--- config.mk ---
export PLATFORM = sky130hd
export DESIGN_NAME = serial_adder
export DESIGN_NICKNAME = d
export VERILOG_FILES = /design/src/rtl/serial_adder.sv
export SDC_FILE = /design/constraint.sdc
export NUM_CORES = 1
export LEC_CHECK = 0
export BUFFER_PORTS_ARGS = -buffer_cell sky130_fd_sc_hd__buf_2
export CAP_MARGIN = 20
export CORE_AREA = 4 4 115 117
export CTS_BUF_LIST = sky130_fd_sc_hd__clkbuf_16
export DETAILED_ROUTE_END_ITERATION = 7
export DIE_AREA = 0 0 119 121
export MAX_ROUTING_LAYER = met4
export PLACE_DENSITY = 0.48
export SETUP_SLACK_MARGIN = 0.1
export SLEW_MARGIN = 0
export SYNTH_ARGS = -nofsm -noshare
export SYNTH_HDL_FRONTEND = slang
export SYNTH_SLANG_ARGS = --single-unit
--- constraint.sdc ---
create_clock -name clk -period 4.4 [get_ports clk]
set_input_delay 1.32 -clock clk [delete_from_list [all_inputs] [get_ports clk]]
set_output_delay 1.32 -clock clk [all_outputs]
set_load 0.1 [all_outputs]
--- src/rtl/serial_adder.sv ---
// Multi-cycle adder/subtractor: processes DIGIT bits per clock, LSB digit first,
// through a registered carry. Start/busy/done handshake with signed-overflow flag.
module serial_adder #(
  parameter int WIDTH = 16,
  parameter int DIGIT = 4
) (
  input  logic             clk,
  input  logic             rst,
  input  logic             start,
  input  logic [WIDTH-1:0] A,
  input  logic [WIDTH-1:0] B,
  input  logic             C_in,
  input  logic             Sub,
  output logic             busy,
  output logic             done,
  output logic [WIDTH-1:0] S,
  output logic             C_out,
  output logic             V
);

  localparam int N     = WIDTH / DIGIT;
  localparam int IDX_W = (N > 1) ? $clog2(N) : 1;
  localparam logic [IDX_W-1:0] LAST_IDX = IDX_W'(N - 1);

  generate
    if (DIGIT < 1 || WIDTH < 1 || (WIDTH % DIGIT) != 0) begin : g_bad_params
      $error("serial_adder: WIDTH must be a positive multiple of DIGIT");
    end
  endgenerate

  typedef enum logic {IDLE, RUN} state_t;

  state_t           state_reg;
  logic [WIDTH-1:0] op_a_reg;
  logic [WIDTH-1:0] op_b_reg;
  logic [WIDTH-1:0] work_reg;
  logic [WIDTH-1:0] work_next;
  logic             carry_reg;
  logic [IDX_W-1:0] idx_reg;

  logic [DIGIT-1:0] a_digits [N];
  logic [DIGIT-1:0] b_digits [N];
  logic [DIGIT-1:0] a_dig;
  logic [DIGIT-1:0] b_dig;
  logic [DIGIT:0]   sum_digit;
  logic             last_digit;
  logic             v_next;

  // Split the latched operands into digits and merge the current digit's sum
  // into the working result.
  generate
    for (genvar gi = 0; gi < N; gi++) begin : g_digit
      localparam logic [IDX_W-1:0] IDX_GI = IDX_W'(gi);
      assign a_digits[gi] = op_a_reg[gi*DIGIT +: DIGIT];
      assign b_digits[gi] = op_b_reg[gi*DIGIT +: DIGIT];
      assign work_next[gi*DIGIT +: DIGIT] =
        (idx_reg == IDX_GI) ? sum_digit[DIGIT-1:0] : work_reg[gi*DIGIT +: DIGIT];
    end

    if (N == 1) begin : g_single
      assign a_dig = a_digits[0];
      assign b_dig = b_digits[0];
    end else begin : g_multi
      assign a_dig = a_digits[idx_reg];
      assign b_dig = b_digits[idx_reg];
    end
  endgenerate

  assign sum_digit  = {1'b0, a_dig} + {1'b0, b_dig} + (DIGIT+1)'(carry_reg);
  assign last_digit = (idx_reg == LAST_IDX);

  // Carry into the MSB is recovered from the MSB sum bit and its two inputs.
  assign v_next = sum_digit[DIGIT-1] ^ a_dig[DIGIT-1] ^ b_dig[DIGIT-1] ^ sum_digit[DIGIT];

  always_ff @(posedge clk) begin
    if (rst) begin
      state_reg <= IDLE;
      op_a_reg  <= '0;
      op_b_reg  <= '0;
      work_reg  <= '0;
      carry_reg <= 1'b0;
      idx_reg   <= '0;
      busy      <= 1'b0;
      done      <= 1'b0;
      S         <= '0;
      C_out     <= 1'b0;
      V         <= 1'b0;
    end else begin
      done <= 1'b0;
      case (state_reg)
        IDLE: begin
          if (start) begin
            op_a_reg  <= A;
            op_b_reg  <= Sub ? ~B : B;
            carry_reg <= Sub ? ~C_in : C_in;
            idx_reg   <= '0;
            work_reg  <= '0;
            busy      <= 1'b1;
            state_reg <= RUN;
          end
        end
        RUN: begin
          work_reg  <= work_next;
          carry_reg <= sum_digit[DIGIT];
          if (last_digit) begin
            S         <= work_next;
            C_out     <= sum_digit[DIGIT];
            V         <= v_next;
            busy      <= 1'b0;
            done      <= 1'b1;
            idx_reg   <= '0;
            state_reg <= IDLE;
          end else begin
            idx_reg <= idx_reg + 1'b1;
          end
        end
        default: state_reg <= IDLE;
      endcase
    end
  end

endmodule

==> results of run 1 <==
[power by group]
group / leakage [nW] / internal [W] / switching [W] / total (W)
registers: 0.555 / 0.000643 / 0.0000196 / 0.000663
clock network: 0.145 / 0.000492 / 0.000269 / 0.000761
logic: 0.772 / 0.0000903 / 0.000118 / 0.000209
total: 1.47 / 0.00123 / 0.000407 / 0.00163
[final timing paths]
kind	from	endpoint	slack, ns	cells after the start
worst max-delay path	idx_reg[0]	V	1.33	9
worst min-delay path	S[6]	S[6]	0.44	2
worst max register to register	idx_reg[0]	V	1.33	9
worst min register to register	S[6]	S[6]	0.44	2
[per-layer routing]
metal  global-route usage [%]  vias to the layer above
met5                        -                        -
met4                     3.91                        0
met3                     2.75                        7
met2                     15.9                       53
met1                     12.9                     1052
li1                         -                     1179
[critical path: stages, from the launching register on]
cell and delay, ns:
sky130_fd_sc_hd__dfxtp_1 0.34, sky130_fd_sc_hd__buf_4 0.23, sky130_fd_sc_hd__mux4_2 0.55, sky130_fd_sc_hd__fa_1 0.44, sky130_fd_sc_hd__fa_1 0.45, sky130_fd_sc_hd__a21o_1 0.20, sky130_fd_sc_hd__a21oi_1 0.26, sky130_fd_sc_hd__xnor3_1 0.29
sky130_fd_sc_hd__xnor2_1 0.14, sky130_fd_sc_hd__o21ai_1 0.06
[cell usage in the layout, fill, tap and decap left out, drive strengths merged, types with 2 or more instances in the layout]
master    netlist  routed
dfxtp          68      68
buf             8      59
nand2          52      52
nor2           33      33
xnor2          20      20
a21oi          20      20
o21ai          19      19
a211oi         16      16
mux2i          12      12
a32oi          12      12
clkbuf         20       9
mux4            8       8
ha              7       7
inv             3       3
a22o            3       3
clkinvlp        0       3
a21o            2       2
fa              2       2
bufinv          0       2
nor2b           2       2
clkinv          0       2
[kinds of logic after synthesis]
kind of cell	share of synthesized area [%]
and+or+nand+nor	11.6
AOI/OAI and AO/OA	16.0
DFF	45.3
buffers and inverters	4.95
xor gates and xnor gates	7.49
muxes	10.5
adders and majority gates	4.24
[stage by stage]
step	total power, W	cells
finish	0.00163	534
global route	0.00170	534
floorplan	0.000828	315
detailed placement	0.000888	518
CTS	0.00165	534
global placement	0.000886	518
[final cells by class]
cell class	count	share of cell area, %
multi-input cells	216	40.5
flip-flops and latches	68	36.7
repair buffers	59	8.16
clock buffers	9	6.07
well taps	172	5.80
clock inverters	7	2.46
inverters	3	0.303
==> results.rst, run 1 <==
.. list-table::
   :header-rows: 1

   * - Metric
     - Value
   * - Result of the run
     - completed
   * - Share of flip-flops with an asynchronous set or reset
     - 0%
   * - Maximum Capacitance Violations
     - 0
   * - Overall routed net length
     - 6970 um
   * - Pre-CTS setup slack
     - 1.32 ns
   * - Crit. End Element
     - register
   * - Biggest area consumer among synthesized cells
     - sky130_fd_sc_hd__dfxtp_1
   * - Final net count
     - 403
   * - Largest net degree at the start of global routing
     - 50
   * - Syn Inst Count
     - 315
   * - Vertical die dimension
     - 121 um
   * - Peak ir drop on the vdd network
     - 0.000186 V
   * - Number of warnings reported in the yosys synthesis log
     - 0
   * - Filler cell count
     - 1333
   * - Pre-Repair DR Iteration Count
     - 5
   * - Share of the synthesized area in the top cell type
     - 45.3%
   * - Aggregate global-route resource usage
     - 10.3%
   * - CTS Buf Count
     - 9
   * - Row count
     - 41
   * - Biggest fanout along the worst timing path
     - 12
   * - TritonCTS clock tree
     - built
   * - Type of the worst min-delay path
     - register to register
   * - Finish-stage setup viols
     - 0
   * - Sink Count
     - 68
   * - Number of gates resized after CTS
     - 0
   * - Final hold slack
     - 0.439 ns
   * - Leak
     - 1.47 nW
   * - Core box area
     - 12400 um2
   * - CP Data Arrival Time
     - 3.28 ns
   * - Measured slew at the worst slew-check pin
     - 0.973 ns
   * - Total number of H-tree levels
     - 3
   * - Vias per Instance
     - 4.29
   * - Unrepaired setup endpoints after global routing
     - false
   * - Routed wire length on met3
     - 297 um
   * - Area after DPL
     - 3400 um2
   * - Final worst path period need
     - 3.07 ns
   * - Most common flop cell mapped by yosys
     - sky130_fd_sc_hd__dfxtp_1
   * - First-pass GRT wire length
     - 11400 um
   * - Die area
     - 14400 um2
   * - Remaining antenna violation count after routing
     - 0
   * - Number of hold violations in the final report
     - 0
   * - Footprint of the flip-flops and latches
     - 1360 um2
   * - Floorplan die width
     - 119 um
   * - HPWL Detailed
     - 5000 um
   * - Uppermost metal layer occupied by signal nets
     - met4
   * - Number of post-CTS setup repair buffers
     - 0
   * - Placer Congestion
     - 0.771
   * - Via count
     - 2291
   * - Headroom to the max-slew limit
     - 35.0%
   * - Classification of the worst setup path
     - register to register
   * - Maximum clock path buffer count
     - 2
   * - Synthesized cell area
     - 3010 um2
   * - Min setup slack post-route
     - 1.33 ns
   * - Clock insertion delay at the later pin of the skew report
     - 0.33 ns
   * - EDFF count, synth
     - 0
   * - Final Skew
     - 0.00638 ns
   * - Initial core utilization
     - 24.3%
   * - Endpoint required time on the critical path
     - 4.61 ns
   * - Wirelength per Cell
     - 13.1 um
   * - Ratio of cells with drive above 1 in the final layout
     - 23.8%
   * - Post-synthesis to final-layout area growth
     - 23.4%
   * - Leading post-synthesis cells by instance count
     - sky130_fd_sc_hd__dfxtp_1 (68), sky130_fd_sc_hd__nand2_1 (52), sky130_fd_sc_hd__nor2_1 (33)
   * - Post-synthesis sequential element count
     - 68
   * - Post-route DRC
     - 0
   * - Footprint of the multi-input gates
     - 1510 um2
   * - Net count after synthesis
     - 361
   * - Remaining global-route overflow
     - 0
   * - Met2 wirelength from detailed routing
     - 3180 um
   * - F_max
     - 325 MHz
   * - Iteration-0 DRC count of the detailed router
     - 139
   * - Fin util
     - 30.0%
   * - Post-route design area
     - 3710 um2
   * - Cell area power density
     - 440 nW/um2
   * - Post-synthesis area per instance
     - 9.55 um2
   * - Port Buffer Count
     - 56
   * - Crit share post-route
     - 69.8%
   * - Routed metal-1 wire length
     - 3410 um
   * - Sequential fraction of the synthesis area
     - 45.3%
   * - Max Transition Viols Final
     - 0
   * - Total Negative Setup Slacks
     - 0 ns
   * - Antenna cells
     - 0
   * - Top post-synthesis cells by area
     - sky130_fd_sc_hd__dfxtp_1 (45%), sky130_fd_sc_hd__nand2_1 (6.5%), sky130_fd_sc_hd__xnor2_1 (5.5%), sky130_fd_sc_hd__mux4_2 (5.2%), sky130_fd_sc_hd__nor2_1 (4.1%)
   * - Antenna violations before repair
     - 0
   * - Synth unique cells
     - 34
   * - Critical path startpoint category
     - register
   * - Top Ports
     - 57
   * - Number of global-route vias before repair
     - 2207
   * - Clock Pin Slew Worst Setup and Hold Paths
     - 0.06 ns
   * - Root buffer cell
     - sky130_fd_sc_hd__clkbuf_16
   * - Most frequently used cell type in the post-synthesis netlist
     - sky130_fd_sc_hd__dfxtp_1
   * - Post-cts hold buffer count
     - 0
Power figures use the tool's default switching activity.
==> run 2, diff against run 1 <==
- PLACE_DENSITY: 0.48 -> 0.49
- clock period: 4.4 -> 2.82 ns (I/O delays scaled with it)
==> run 2 against run 1 <==
Worst hold slack gained 0.0022 ns; routed wire length grew 1.4%; critical path type unchanged; via count grew 2.0%; clock-buffer cell count is the same; clock skew shrank 0.0021 ns; final area grew 2.1%; highest routed layer unchanged.
==> results.rst, run 2 (synthesis results as in run 1) <==
.. list-table::
   :header-rows: 1

   * - Metric
     - Value
   * - Placer Congestion
     - 0.722
   * - Most frequent cells in the layout
     - sky130_fd_sc_hd__dfxtp_1 (67), sky130_fd_sc_hd__buf_2 (56), sky130_fd_sc_hd__nand2_1 (52)
   * - Min setup slack post-route
     - 0.176 ns
   * - Die area
     - 14400 um2
   * - Worst path top cell family by delay
     - adder cells
   * - Final net count
     - 410
   * - Total Negative Setup Slacks
     - 0 ns
   * - Post-synthesis to final-layout area growth
     - 26.0%
   * - Max Transition Viols Final
     - 0
   * - Peak ir drop on the vdd network
     - 0.000358 V
   * - Remaining global-route overflow
     - 0
   * - Overall routed net length
     - 7070 um
   * - Cell area power density
     - 676 nW/um2
   * - Post-route DRC
     - 0
   * - Largest net degree at the start of global routing
     - 48
   * - Maximum clock path buffer count
     - 2
   * - F_max
     - 378 MHz
   * - Endpoint required time on the critical path
     - 3.03 ns
   * - Remaining antenna violation count after routing
     - 0
   * - Library cell appearing most often on the critical path
     - sky130_fd_sc_hd__fa_2
   * - Wirelength per Cell
     - 13.1 um
   * - Final worst path period need
     - 2.64 ns
   * - Area after DPL
     - 3460 um2
   * - Pre-Repair DR Iteration Count
     - 4
   * - Crit share post-route
     - 93.8%
   * - Via count
     - 2336
   * - Port Buffer Count
     - 56
   * - Pre-CTS setup slack
     - 0.0788 ns
   * - CP Data Arrival Time
     - 2.85 ns
   * - Aggregate global-route resource usage
     - 10.4%
   * - Measured slew at the worst slew-check pin
     - 0.595 ns
   * - Root buffer cell
     - sky130_fd_sc_hd__clkbuf_16
   * - Critical path startpoint category
     - register
   * - Finish-stage setup viols
     - 0
   * - Headroom to the max-slew limit
     - 60.3%
   * - Clock Pin Slew Worst Setup and Hold Paths
     - 0.06 ns
   * - Total number of H-tree levels
     - 3
   * - Type of the worst min-delay path
     - register to register
   * - Core box area
     - 12400 um2
   * - Initial core utilization
     - 24.3%
   * - Post-route design area
     - 3790 um2
   * - Floorplan die width
     - 119 um
   * - Filler cell count
     - 1314
   * - Cell with the largest stage delay on the worst path
     - sky130_fd_sc_hd__mux4_2
   * - TritonCTS clock tree
     - built
   * - Final Skew
     - 0.00423 ns
   * - Maximum Capacitance Violations
     - 0
   * - Crit. End Element
     - register
   * - Iteration-0 DRC count of the detailed router
     - 104
   * - Buffers & Inverters on Critical Path
     - 0
   * - Clock insertion delay at the later pin of the skew report
     - 0.32 ns
   * - Classification of the worst setup path
     - register to register
   * - Post-cts hold buffer count
     - 0
   * - Cell-by-cell trace of the critical path
     - mux4_2 -> fa_2 -> fa_2 -> a21o_1 -> a21oi_2 -> xnor3_1 -> xnor2_1 -> o21ai_1
   * - Number of global-route vias before repair
     - 2245
   * - Antenna cells
     - 0
   * - Vias per Instance
     - 4.32
   * - Unrepaired setup endpoints after global routing
     - false
   * - Top Ports
     - 57
   * - CP max stage delay
     - 0.53 ns
   * - CTS Buf Count
     - 9
   * - Sink Count
     - 68
   * - First-pass GRT wire length
     - 11600 um
   * - Antenna violations before repair
     - 0
   * - Row count
     - 41
   * - Biggest fanout along the worst timing path
     - 7
   * - Footprint of the flip-flops and latches
     - 1370 um2
   * - Ratio of cells with drive above 1 in the final layout
     - 26.3%
   * - Vertical die dimension
     - 121 um
   * - Footprint of the multi-input gates
     - 1510 um2
   * - Number of hold violations in the final report
     - 0
   * - Result of the run
     - completed
   * - HPWL Detailed
     - 5140 um
   * - Leak
     - 1.52 nW
   * - Most common cell after layout, fill and taps aside
     - sky130_fd_sc_hd__dfxtp_1
## run 2: changes by cell type in the layout (fill, tap and decap cells not counted)
cell                         previous run  this run
sky130_fd_sc_hd__buf_4                  3         9
sky130_fd_sc_hd__clkinvlp_4             3         0
sky130_fd_sc_hd__clkinv_4               0         2
sky130_fd_sc_hd__fa_1                   2         0
sky130_fd_sc_hd__fa_2                   0         2
sky130_fd_sc_hd__a21oi_1               19        18
sky130_fd_sc_hd__a21oi_2                1         2
sky130_fd_sc_hd__buf_12                 0         1
sky130_fd_sc_hd__clkinv_2               1         2
sky130_fd_sc_hd__dfxtp_1               68        67
sky130_fd_sc_hd__dfxtp_4                0         1
## run 2: area by class of cell
type                       instances  share of cell area [%]
timing repair buffer              66                    9.71
sequential                        68                    36.0
clock inverter                     7                    2.41
tap                              172                    5.68
inverter                           3                   0.297
multi-input combinational        216                    39.9
clock buffer                       9                    5.94
## run 2: routing by layer
layer  GRT usage [%]  up-vias  share of wire (%)
li1                -     1195                  -
met5               -        -                  0
met4            2.61        0               0.98
met3            3.12        7                4.1
met1            13.3     1083                 47
met2            16.3       51                 47
## run 2: path summary, 6_finish.rpt
path	start	endpoint	slack (ns)	cells after the start
setup / recovery	idx_reg[0]	V	0.18	8
hold / removal	S[6]	S[6]	0.44	2
setup reg to reg	idx_reg[0]	V	0.18	8
hold reg to reg	S[6]	S[6]	0.44	2
## run 2: repair_timing
| action | CTS | global route |
|---|---|---|
| pin swaps | 0 | 1 |
| setup buffers | 0 | 2 |
| gates cloned | 0 | 0 |
| gates resized for setup | 1 | 0 |
| endpoints found under the hold margin | 0 | 0 |
| endpoints found under the setup margin | 1 | 1 |
## run 2: power by group
group | total [W] | switching, W | internal (W)
logic | 0.000349 | 0.000193 | 0.000156
clock network | 0.00118 | 0.000411 | 0.000770
registers | 0.00103 | 0.0000274 | 0.00100
total | 0.00256 | 0.000631 | 0.00193
## run 2: through the flow
stage	instances	hold slack (ns)	util, %	power [W]
after floorplan	315	0.432	-	0.00129
after global placement	523	0.432	28.0	0.00140
after detailed placement	523	0.439	28.0	0.00140
after CTS	539	0.446	30.5	0.00259
after global routing	541	0.464	30.7	0.00267
final	541	0.441	30.7	0.00256
## run 2: worst reg2reg max path: stages, from the launching register on
cell and delay, ns:
sky130_fd_sc_hd__dfxtp_4 0.39, sky130_fd_sc_hd__mux4_2 0.54, sky130_fd_sc_hd__fa_2 0.38, sky130_fd_sc_hd__fa_2 0.38
sky130_fd_sc_hd__a21o_1 0.20, sky130_fd_sc_hd__a21oi_2 0.16, sky130_fd_sc_hd__xnor3_1 0.26, sky130_fd_sc_hd__xnor2_1 0.15
sky130_fd_sc_hd__o21ai_1 0.07
